### config.mk
export PLATFORM = sky130hd
export DESIGN_NAME = toplitz_row_gen
export DESIGN_NICKNAME = d
export VERILOG_FILES = /design/src/rtl/toplitz_pkg.sv /design/src/rtl/toplitz_addr_gen.sv /design/src/rtl/toplitz_row_gen.sv
export SDC_FILE = /design/constraint.sdc
export NUM_CORES = 1
export LEC_CHECK = 0
export BUFFER_PORTS_ARGS = -buffer_cell sky130_fd_sc_hd__buf_2
export CAP_MARGIN = 20
export CORE_ASPECT_RATIO = 0.8
export CORE_MARGIN = 4
export CORE_UTILIZATION = 30
export CTS_CLUSTER_SIZE = 40
export DETAILED_ROUTE_END_ITERATION = 8
export GPL_ROUTABILITY_DRIVEN = 0
export PLACE_DENSITY = 0.43
export SETUP_SLACK_MARGIN = 0.5
export SYNTH_ARGS = -nofsm -noshare
export SYNTH_HDL_FRONTEND = slang
export SYNTH_HIERARCHICAL = 1
export SYNTH_SLANG_ARGS = --single-unit
### constraint.sdc
create_clock -name CLK -period 5.8 [get_ports CLK]
set_input_delay 0 -clock CLK [delete_from_list [all_inputs] [get_ports CLK]]
set_output_delay 0 -clock CLK [all_outputs]
set_load 0.01 [all_outputs]
### src/rtl/toplitz_pkg.sv
// Shared definitions for the Toeplitz (im2col) row generator.
//   fsm_t      : controller states, IDLE/RUN/DRAIN/FIN
//   elem_pos_t : element position {c, kh, kw, oh, ow} held by the address counters
//   out_dim()  : output height/width for a given input size, kernel size, pad and stride
package toplitz_pkg;

  localparam int POS_W = 16;

  typedef enum logic [1:0] {
    IDLE  = 2'd0,
    RUN   = 2'd1,
    DRAIN = 2'd2,
    FIN   = 2'd3
  } fsm_t;

  typedef struct packed {
    logic [POS_W-1:0] c;
    logic [POS_W-1:0] kh;
    logic [POS_W-1:0] kw;
    logic [POS_W-1:0] oh;
    logic [POS_W-1:0] ow;
  } elem_pos_t;

  function automatic int out_dim(input int in_dim, input int k, input int pad, input int stride);
    return (in_dim + 2 * pad - k) / stride + 1;
  endfunction

endpackage

### src/rtl/toplitz_addr_gen.sv
// Element-position counters for the Toeplitz generator.
// Walks rows m = oh*OUT_W+ow (outer) and, within a row, k = c*KH*KW+kh*KW+kw (kw fastest).
// For the current position it reports whether the element falls in the zero padding,
// the CHW activation address (c*IN_H+ih)*IN_W+iw, and whether it closes a row / the matrix.
// Ports:
//   CLK, nRST : clock, asynchronous active-low reset
//   clear     : return to element 0 (new pass)
//   adv       : current element has been issued; step to the next one
//   is_pad    : current element is a padding position (no read needed)
//   addr      : activation address of the current element, 0 for pad elements
//   last_k    : current element is the last of its row
//   last      : current element is the last of the matrix
module toplitz_addr_gen
  import toplitz_pkg::*;
#(
  parameter int IN_H   = 5,
  parameter int IN_W   = 5,
  parameter int IN_C   = 1,
  parameter int KH     = 3,
  parameter int KW     = 3,
  parameter int STRIDE = 1,
  parameter int PAD    = 1,
  parameter int AW     = 16
) (
  input  logic          CLK,
  input  logic          nRST,
  input  logic          clear,
  input  logic          adv,
  output logic          is_pad,
  output logic [AW-1:0] addr,
  output logic          last_k,
  output logic          last
);

  localparam int OUT_H = out_dim(IN_H, KH, PAD, STRIDE);
  localparam int OUT_W = out_dim(IN_W, KW, PAD, STRIDE);

  localparam logic [POS_W-1:0] ONE   = POS_W'(1);
  localparam logic [POS_W-1:0] C_M1  = POS_W'(IN_C - 1);
  localparam logic [POS_W-1:0] KH_M1 = POS_W'(KH - 1);
  localparam logic [POS_W-1:0] KW_M1 = POS_W'(KW - 1);
  localparam logic [POS_W-1:0] OH_M1 = POS_W'(OUT_H - 1);
  localparam logic [POS_W-1:0] OW_M1 = POS_W'(OUT_W - 1);

  elem_pos_t pos, pos_nxt;
  int        ih, iw, lin;

  // Nested odometer: kw -> kh -> c -> ow -> oh, wrapping to zero after the last element.
  always_comb begin
    pos_nxt = pos;
    if (pos.kw != KW_M1) begin
      pos_nxt.kw = pos.kw + ONE;
    end else begin
      pos_nxt.kw = '0;
      if (pos.kh != KH_M1) begin
        pos_nxt.kh = pos.kh + ONE;
      end else begin
        pos_nxt.kh = '0;
        if (pos.c != C_M1) begin
          pos_nxt.c = pos.c + ONE;
        end else begin
          pos_nxt.c = '0;
          if (pos.ow != OW_M1) begin
            pos_nxt.ow = pos.ow + ONE;
          end else begin
            pos_nxt.ow = '0;
            if (pos.oh != OH_M1) pos_nxt.oh = pos.oh + ONE;
            else                 pos_nxt.oh = '0;
          end
        end
      end
    end
  end

  // Source coordinates are signed so positions left of / above the map go negative.
  always_comb begin
    ih     = int'(pos.oh) * STRIDE + int'(pos.kh) - PAD;
    iw     = int'(pos.ow) * STRIDE + int'(pos.kw) - PAD;
    is_pad = (ih < 0) || (ih >= IN_H) || (iw < 0) || (iw >= IN_W);
    lin    = (int'(pos.c) * IN_H + ih) * IN_W + iw;
    addr   = is_pad ? '0 : AW'(lin);
    last_k = (pos.c == C_M1) && (pos.kh == KH_M1) && (pos.kw == KW_M1);
    last   = last_k && (pos.oh == OH_M1) && (pos.ow == OW_M1);
  end

  always_ff @(posedge CLK or negedge nRST) begin
    if (!nRST)      pos <= '0;
    else if (clear) pos <= '0;
    else if (adv)   pos <= pos_nxt;
  end

endmodule

### src/rtl/toplitz_row_gen.sv
// Streaming im2col (Toeplitz) generator for one conv layer.
// Reads the CHW feature map from the activation buffer and emits OUT_H*OUT_W rows of
// IN_C*KH*KW elements, with zeros at padding positions.
// Ports:
//   CLK, nRST          : clock, asynchronous active-low reset
//   start              : one-cycle pulse, begins a pass (ignored unless idle)
//   busy / done        : pass in progress / one-cycle completion pulse
//   mem_ren, mem_addr  : activation read request; mem_rdata returns one cycle later
//   out_valid/out_ready: element handshake, out_data with out_last_k / out_last flags
//   dbg_state          : controller state
//   stall_cycles       : only when TOPLITZ_PERF_EN is defined; cycles with
//                        out_valid && !out_ready since start, saturating
// Handshake: an element transfers on a cycle where out_valid && out_ready; while
// out_valid is high and out_ready low, out_data/out_last_k/out_last hold and out_valid
// stays high.
module toplitz_row_gen
  import toplitz_pkg::*;
#(
  parameter int IN_H   = 5,
  parameter int IN_W   = 5,
  parameter int IN_C   = 1,
  parameter int KH     = 3,
  parameter int KW     = 3,
  parameter int STRIDE = 1,
  parameter int PAD    = 1,
  parameter int DW     = 8,
  parameter int AW     = 16
) (
  input  logic          CLK,
  input  logic          nRST,
  input  logic          start,
  output logic          busy,
  output logic          done,
  output logic          mem_ren,
  output logic [AW-1:0] mem_addr,
  input  logic [DW-1:0] mem_rdata,
  output logic          out_valid,
  input  logic          out_ready,
  output logic [DW-1:0] out_data,
  output logic          out_last_k,
  output logic          out_last,
  output fsm_t          dbg_state
`ifdef TOPLITZ_PERF_EN
  ,
  output logic [31:0]   stall_cycles
`endif
);

  typedef struct packed {
    logic          last;
    logic          last_k;
    logic [DW-1:0] data;
  } fifo_word_t;

  fsm_t          state, state_nxt;
  logic          start_acc, issue, pop, push;
  logic [1:0]    count;
  logic [2:0]    occ;
  logic          inflight, slot_pad, slot_last_k, slot_last;
  logic          wr_ptr, rd_ptr;
  fifo_word_t    fifo_mem [2];
  fifo_word_t    head, wr_word;
  logic          ag_pad, ag_last_k, ag_last;
  logic [AW-1:0] ag_addr;

  toplitz_addr_gen #(
    .IN_H(IN_H), .IN_W(IN_W), .IN_C(IN_C), .KH(KH), .KW(KW),
    .STRIDE(STRIDE), .PAD(PAD), .AW(AW)
  ) u_addr_gen (
    .CLK    (CLK),
    .nRST   (nRST),
    .clear  (start_acc),
    .adv    (issue),
    .is_pad (ag_pad),
    .addr   (ag_addr),
    .last_k (ag_last_k),
    .last   (ag_last)
  );

  assign start_acc = start && (state == IDLE);
  assign pop       = out_valid && out_ready;
  assign push      = inflight;

  // Slots already committed to the FIFO (stored + in flight), less the one leaving now.
  // Issuing only below 2 means a returning read always has a free FIFO entry.
  assign occ   = {1'b0, count} + {2'b00, inflight} - {2'b00, pop};
  assign issue = (state == RUN) && (occ < 3'd2);

  always_comb begin
    state_nxt = state;
    case (state)
      IDLE:  if (start) state_nxt = RUN;
      RUN:   if (issue && ag_last) state_nxt = DRAIN;
      // Leave as the last entry is popped so done lands in the following cycle.
      DRAIN: if (!inflight && ((count == 2'd0) || ((count == 2'd1) && pop))) state_nxt = FIN;
      FIN:   state_nxt = IDLE;
      default: state_nxt = IDLE;
    endcase
  end

  always_ff @(posedge CLK or negedge nRST) begin
    if (!nRST) state <= IDLE;
    else       state <= state_nxt;
  end

  // Pad slots travel through the same one-cycle slot as reads and become zero here.
  always_comb begin
    wr_word.last   = slot_last;
    wr_word.last_k = slot_last_k;
    wr_word.data   = slot_pad ? '0 : mem_rdata;
  end

  always_ff @(posedge CLK or negedge nRST) begin
    if (!nRST) begin
      inflight    <= 1'b0;
      slot_pad    <= 1'b0;
      slot_last_k <= 1'b0;
      slot_last   <= 1'b0;
      count       <= 2'd0;
      wr_ptr      <= 1'b0;
      rd_ptr      <= 1'b0;
      fifo_mem[0] <= '0;
      fifo_mem[1] <= '0;
    end else begin
      inflight <= issue;
      if (issue) begin
        slot_pad    <= ag_pad;
        slot_last_k <= ag_last_k;
        slot_last   <= ag_last;
      end
      if (push) begin
        fifo_mem[wr_ptr] <= wr_word;
        wr_ptr           <= ~wr_ptr;
      end
      if (pop) rd_ptr <= ~rd_ptr;
      count <= count + 2'(push) - 2'(pop);
    end
  end

  assign head       = fifo_mem[rd_ptr];
  assign out_valid  = (count != 2'd0);
  assign out_data   = head.data;
  assign out_last_k = out_valid && head.last_k;
  assign out_last   = out_valid && head.last;

  assign mem_ren   = issue && !ag_pad;
  assign mem_addr  = mem_ren ? ag_addr : '0;
  assign busy      = (state == RUN) || (state == DRAIN);
  assign done      = (state == FIN);
  assign dbg_state = state;

`ifdef TOPLITZ_PERF_EN
  always_ff @(posedge CLK or negedge nRST) begin
    if (!nRST)                                        stall_cycles <= '0;
    else if (start_acc)                               stall_cycles <= '0;
    else if (out_valid && !out_ready && (stall_cycles != '1)) stall_cycles <= stall_cycles + 32'd1;
  end
`endif

endmodule
==> results.json <==
{
  "critical-path-max-stage-delay_ns": 0.54,
  "cts_max_level": 3,
  "synth-compound-area-share_pct": 15.1,
  "failed_checks": "negative setup slack",
  "yosys.cell_types.count": 63,
  "syn-num-nets": 1487,
  "yosys.area_share.xor_xnor_pct": 7.48,
  "fp.dieW_um": 218,
  "grt_setup_unrepaired": "yes",
  "cp.arrival_ns": 6.01,
  "synth_top_cell_by_area": "dfrtp_1",
  "ios": 44,
  "post-route-period-util_pct": 104,
  "gr-usage-met3_pct": 2.79,
  "yosys.area_share.simple_pct": 19.7,
  "critPathCaptureType": "output port",
  "hold_violations": 0,
  "clock_latency_ns": 0.37,
  "skew_ns": 0.0195,
  "grt_max_degree": 65,
  "synth_top_area_share_pct": 25.9,
  "start_util_pct": 30.5,
  "ys_seq_elements": 110,
  "grt_pass1_vias": 8678,
  "critical_path_peak_fanout": 2,
  "top_usage_layer": "met1",
  "finalWirelength_mm": 28.9,
  "dp_hpwl_mm": 22.7,
  "grt_util_met1_pct": 23.2,
  "nets": 1605,
  "flow.area_growth_from_synthesis_pct": 22.1,
  "fin_ws_ns": -0.208,
  "worst_pin_slew_ns": 0.868,
  "drc_errors": 0,
  "async_reset_ff_share_pct": 100,
  "num_antenna_cells": 0,
  "place_ws_ns": -0.0389,
  "final.min_clock_period_ns": 6.01,
  "antenna_left": 0,
  "fillCellCount": 3640,
  "syn_area_um2": 10600,
  "dieArea_um2": 38400,
  "required_ns": 5.80,
  "vias": 8962,
  "clk_pin_slew_ns": 0.09,
  "first_iter_violations": 540,
  "synth_top_family_by_area": "adder cells",
  "die_h_um": 176,
  "drtPass1Iterations": 4,
  "cp_common_cell": "xnor2_1",
  "hp-class": "primary input to flip-flop",
  "synth_edf_count": 0,
  "via_per_inst": 4.71,
  "clockRootBuffer": "clkbuf_16",
  "drive_above_1_share_pct": 18.7,
  "cts_buffers": 9,
  "fmaxAchievable_mhz": 166,
  "wl_per_cell_um": 15.2,
  "critical_path_class": "flip-flop to output port",
  "clock-sinks": 110,
  "rows": 61,
  "coreArea_um2": 34800,
  "portBuffers": 43,
  "grtUsageTotal_pct": 15.1,
  "cp-start-kind": "flip-flop",
  "avgSynthCellArea_um2": 8.11,
  "gr-total-overflow": 0,
  "final-max-slew-violation-count": 0,
  "worst_path_max_delay_cell": "fa_2",
  "fin_hold_ws_ns": 0.0332,
  "synthMuxAreaShare_pct": 1.98,
  "ys.flop_type": "dfrtp_1",
  "yosysSeqAreaShare_pct": 25.9,
  "synthCells": 1308,
  "synthAdderAreaFrac_pct": 21.0,
  "synth_area_leaders": "dfrtp_1 26%, ha_1 18%, inv_1 7.6%, xnor2_1 5.5%, o21ai_0 5.5%",
  "clock_path_buffers": 2,
  "relSlewSlack_pct": 42.2,
  "grt_pass1_wl_mm": 47.0,
  "status": "complete, but fails checks",
  "cts_tree": "built",
  "met2_usage_pct": 22.4,
  "final-setup-viol-count": 3,
  "cap_violations": 0,
  "ys_warn_count": 6,
  "antenna_found_initial": 0
}
==> routing by layer <==
metal  wire length (um)  vias up  part of all wire, %
met5                  0        -                    0
met4                289        0                  1.0
met3                962       13                  3.3
met2              12100      113                   42
met1              15500     4193                   54
li1                   -     4643                    -
==> critical path: cells and delay by family (launching register included) <==
kind | cells | cell delay (ns)
adders and majority gates | 6 | 1.74
xor gates and xnor gates | 9 | 1.46
AOI/OAI and AO/OA | 7 | 1.09
and+or+nand+nor | 5 | 0.58
DFF | 1 | 0.40
buffers and inverters | 6 | 0.36
==> flip-flops by register name (all words and copies together), names as in the netlist, 2 cells and up <==
signal          cells
count               2
dbg_state           2
fifo_mem           20
u_addr_gen/pos     80
==> logic make-up (layout without fill, tap and decap cells) <==
kind of cell,count (synthesis),count (layout)
compound gates,266,266
xor+xnor,89,89
fa+ha+maj,167,167
buf+inv,241,364
flops,110,110
mux,19,19
simple gates,416,416
==> timing repair <==
action	CTS	global route
hold buffers	9	0
setup endpoints to repair	17	17
pin swaps	65	65
resized for setup	62	52
hold endpoints to repair	79	0
setup buffers	29	10
==> layout make-up <==
| class | instances | area (um2) | share of cell area, % |
|---|---|---|---|
| multi-input cells | 957 | 7510 | 58.0 |
| inverters | 216 | 813 | 6.28 |
| well taps | 472 | 591 | 4.56 |
| clock buffers | 10 | 229 | 1.77 |
| repair buffers | 132 | 971 | 7.50 |
| clock inverters | 6 | 86.3 | 0.667 |
| flip-flops and latches | 110 | 2750 | 21.3 |
==> placed cells by master (no fill, tap or decap), types with 16 or more instances in the layout <==
master	Yosys	final
nor3_1	36	35
and2_1	32	30
nand4_1	20	20
buf_2	1	40
and3_1	21	18
dfrtp_1	110	109
o21ai_0	116	105
nor2_1	99	96
buf_4	1	70
a21o_1	22	22
inv_1	216	200
nand2_1	92	92
xor2_1	21	18
a21oi_1	53	38
nand3_1	28	27
fa_1	18	16
mux2_2	16	16
ha_1	149	131
xnor2_1	67	57
nand2b_1	24	21
==> stage by stage <==
step / instance area [um2] / setup TNS (ns) / util, % / instances
CTS: 12600 / -0.258 / 36.3 / 1893
detailed placement: 11700 / -0.0389 / 33.7 / 1839
global route: 12900 / -1.51 / 37.2 / 1903
global placement: 11700 / 0 / 33.7 / 1839
floorplan: 10700 / 0 / - / 1308
finish: 12900 / -0.364 / 37.2 / 1903
==> cell usage after synthesis (18+ instances only) <==
cell type	count
a21o_1	22
a21oi_1	53
and2_1	32
and3_1	21
clkbuf_1	20
dfrtp_1	110
fa_1	18
ha_1	149
inv_1	216
nand2_1	92
nand2b_1	24
nand3_1	28
nand4_1	20
nor2_1	99
nor3_1	36
o21ai_0	116
xnor2_1	67
xor2_1	21
==> final timing paths <==
kind	start	endpoint	slack, ns	cells after the start
max	u_addr_gen/pos[49]$_DFFE_PN0P_	mem_addr[15]	-0.21	33
min	out_ready	rd_ptr$_DFFE_PN0P_	0.03	3
max reg2reg	u_addr_gen/pos[1]$_DFFE_PN0P_	slot_pad$_DFFE_PN0N_	1.21	18
min reg2reg	fifo_mem[13]$_DFFE_PN0P_	fifo_mem[13]$_DFFE_PN0P_	0.49	2
max in group asynchronous	nRST	u_addr_gen/pos[24]$_DFFE_PN0P_	4.31	3
min in group asynchronous	nRST	u_addr_gen/pos[36]$_DFFE_PN0N_	0.26	2
Power is not shown: default switching activity piles up to over one toggle a cycle in this logic, so the estimate is an artifact.
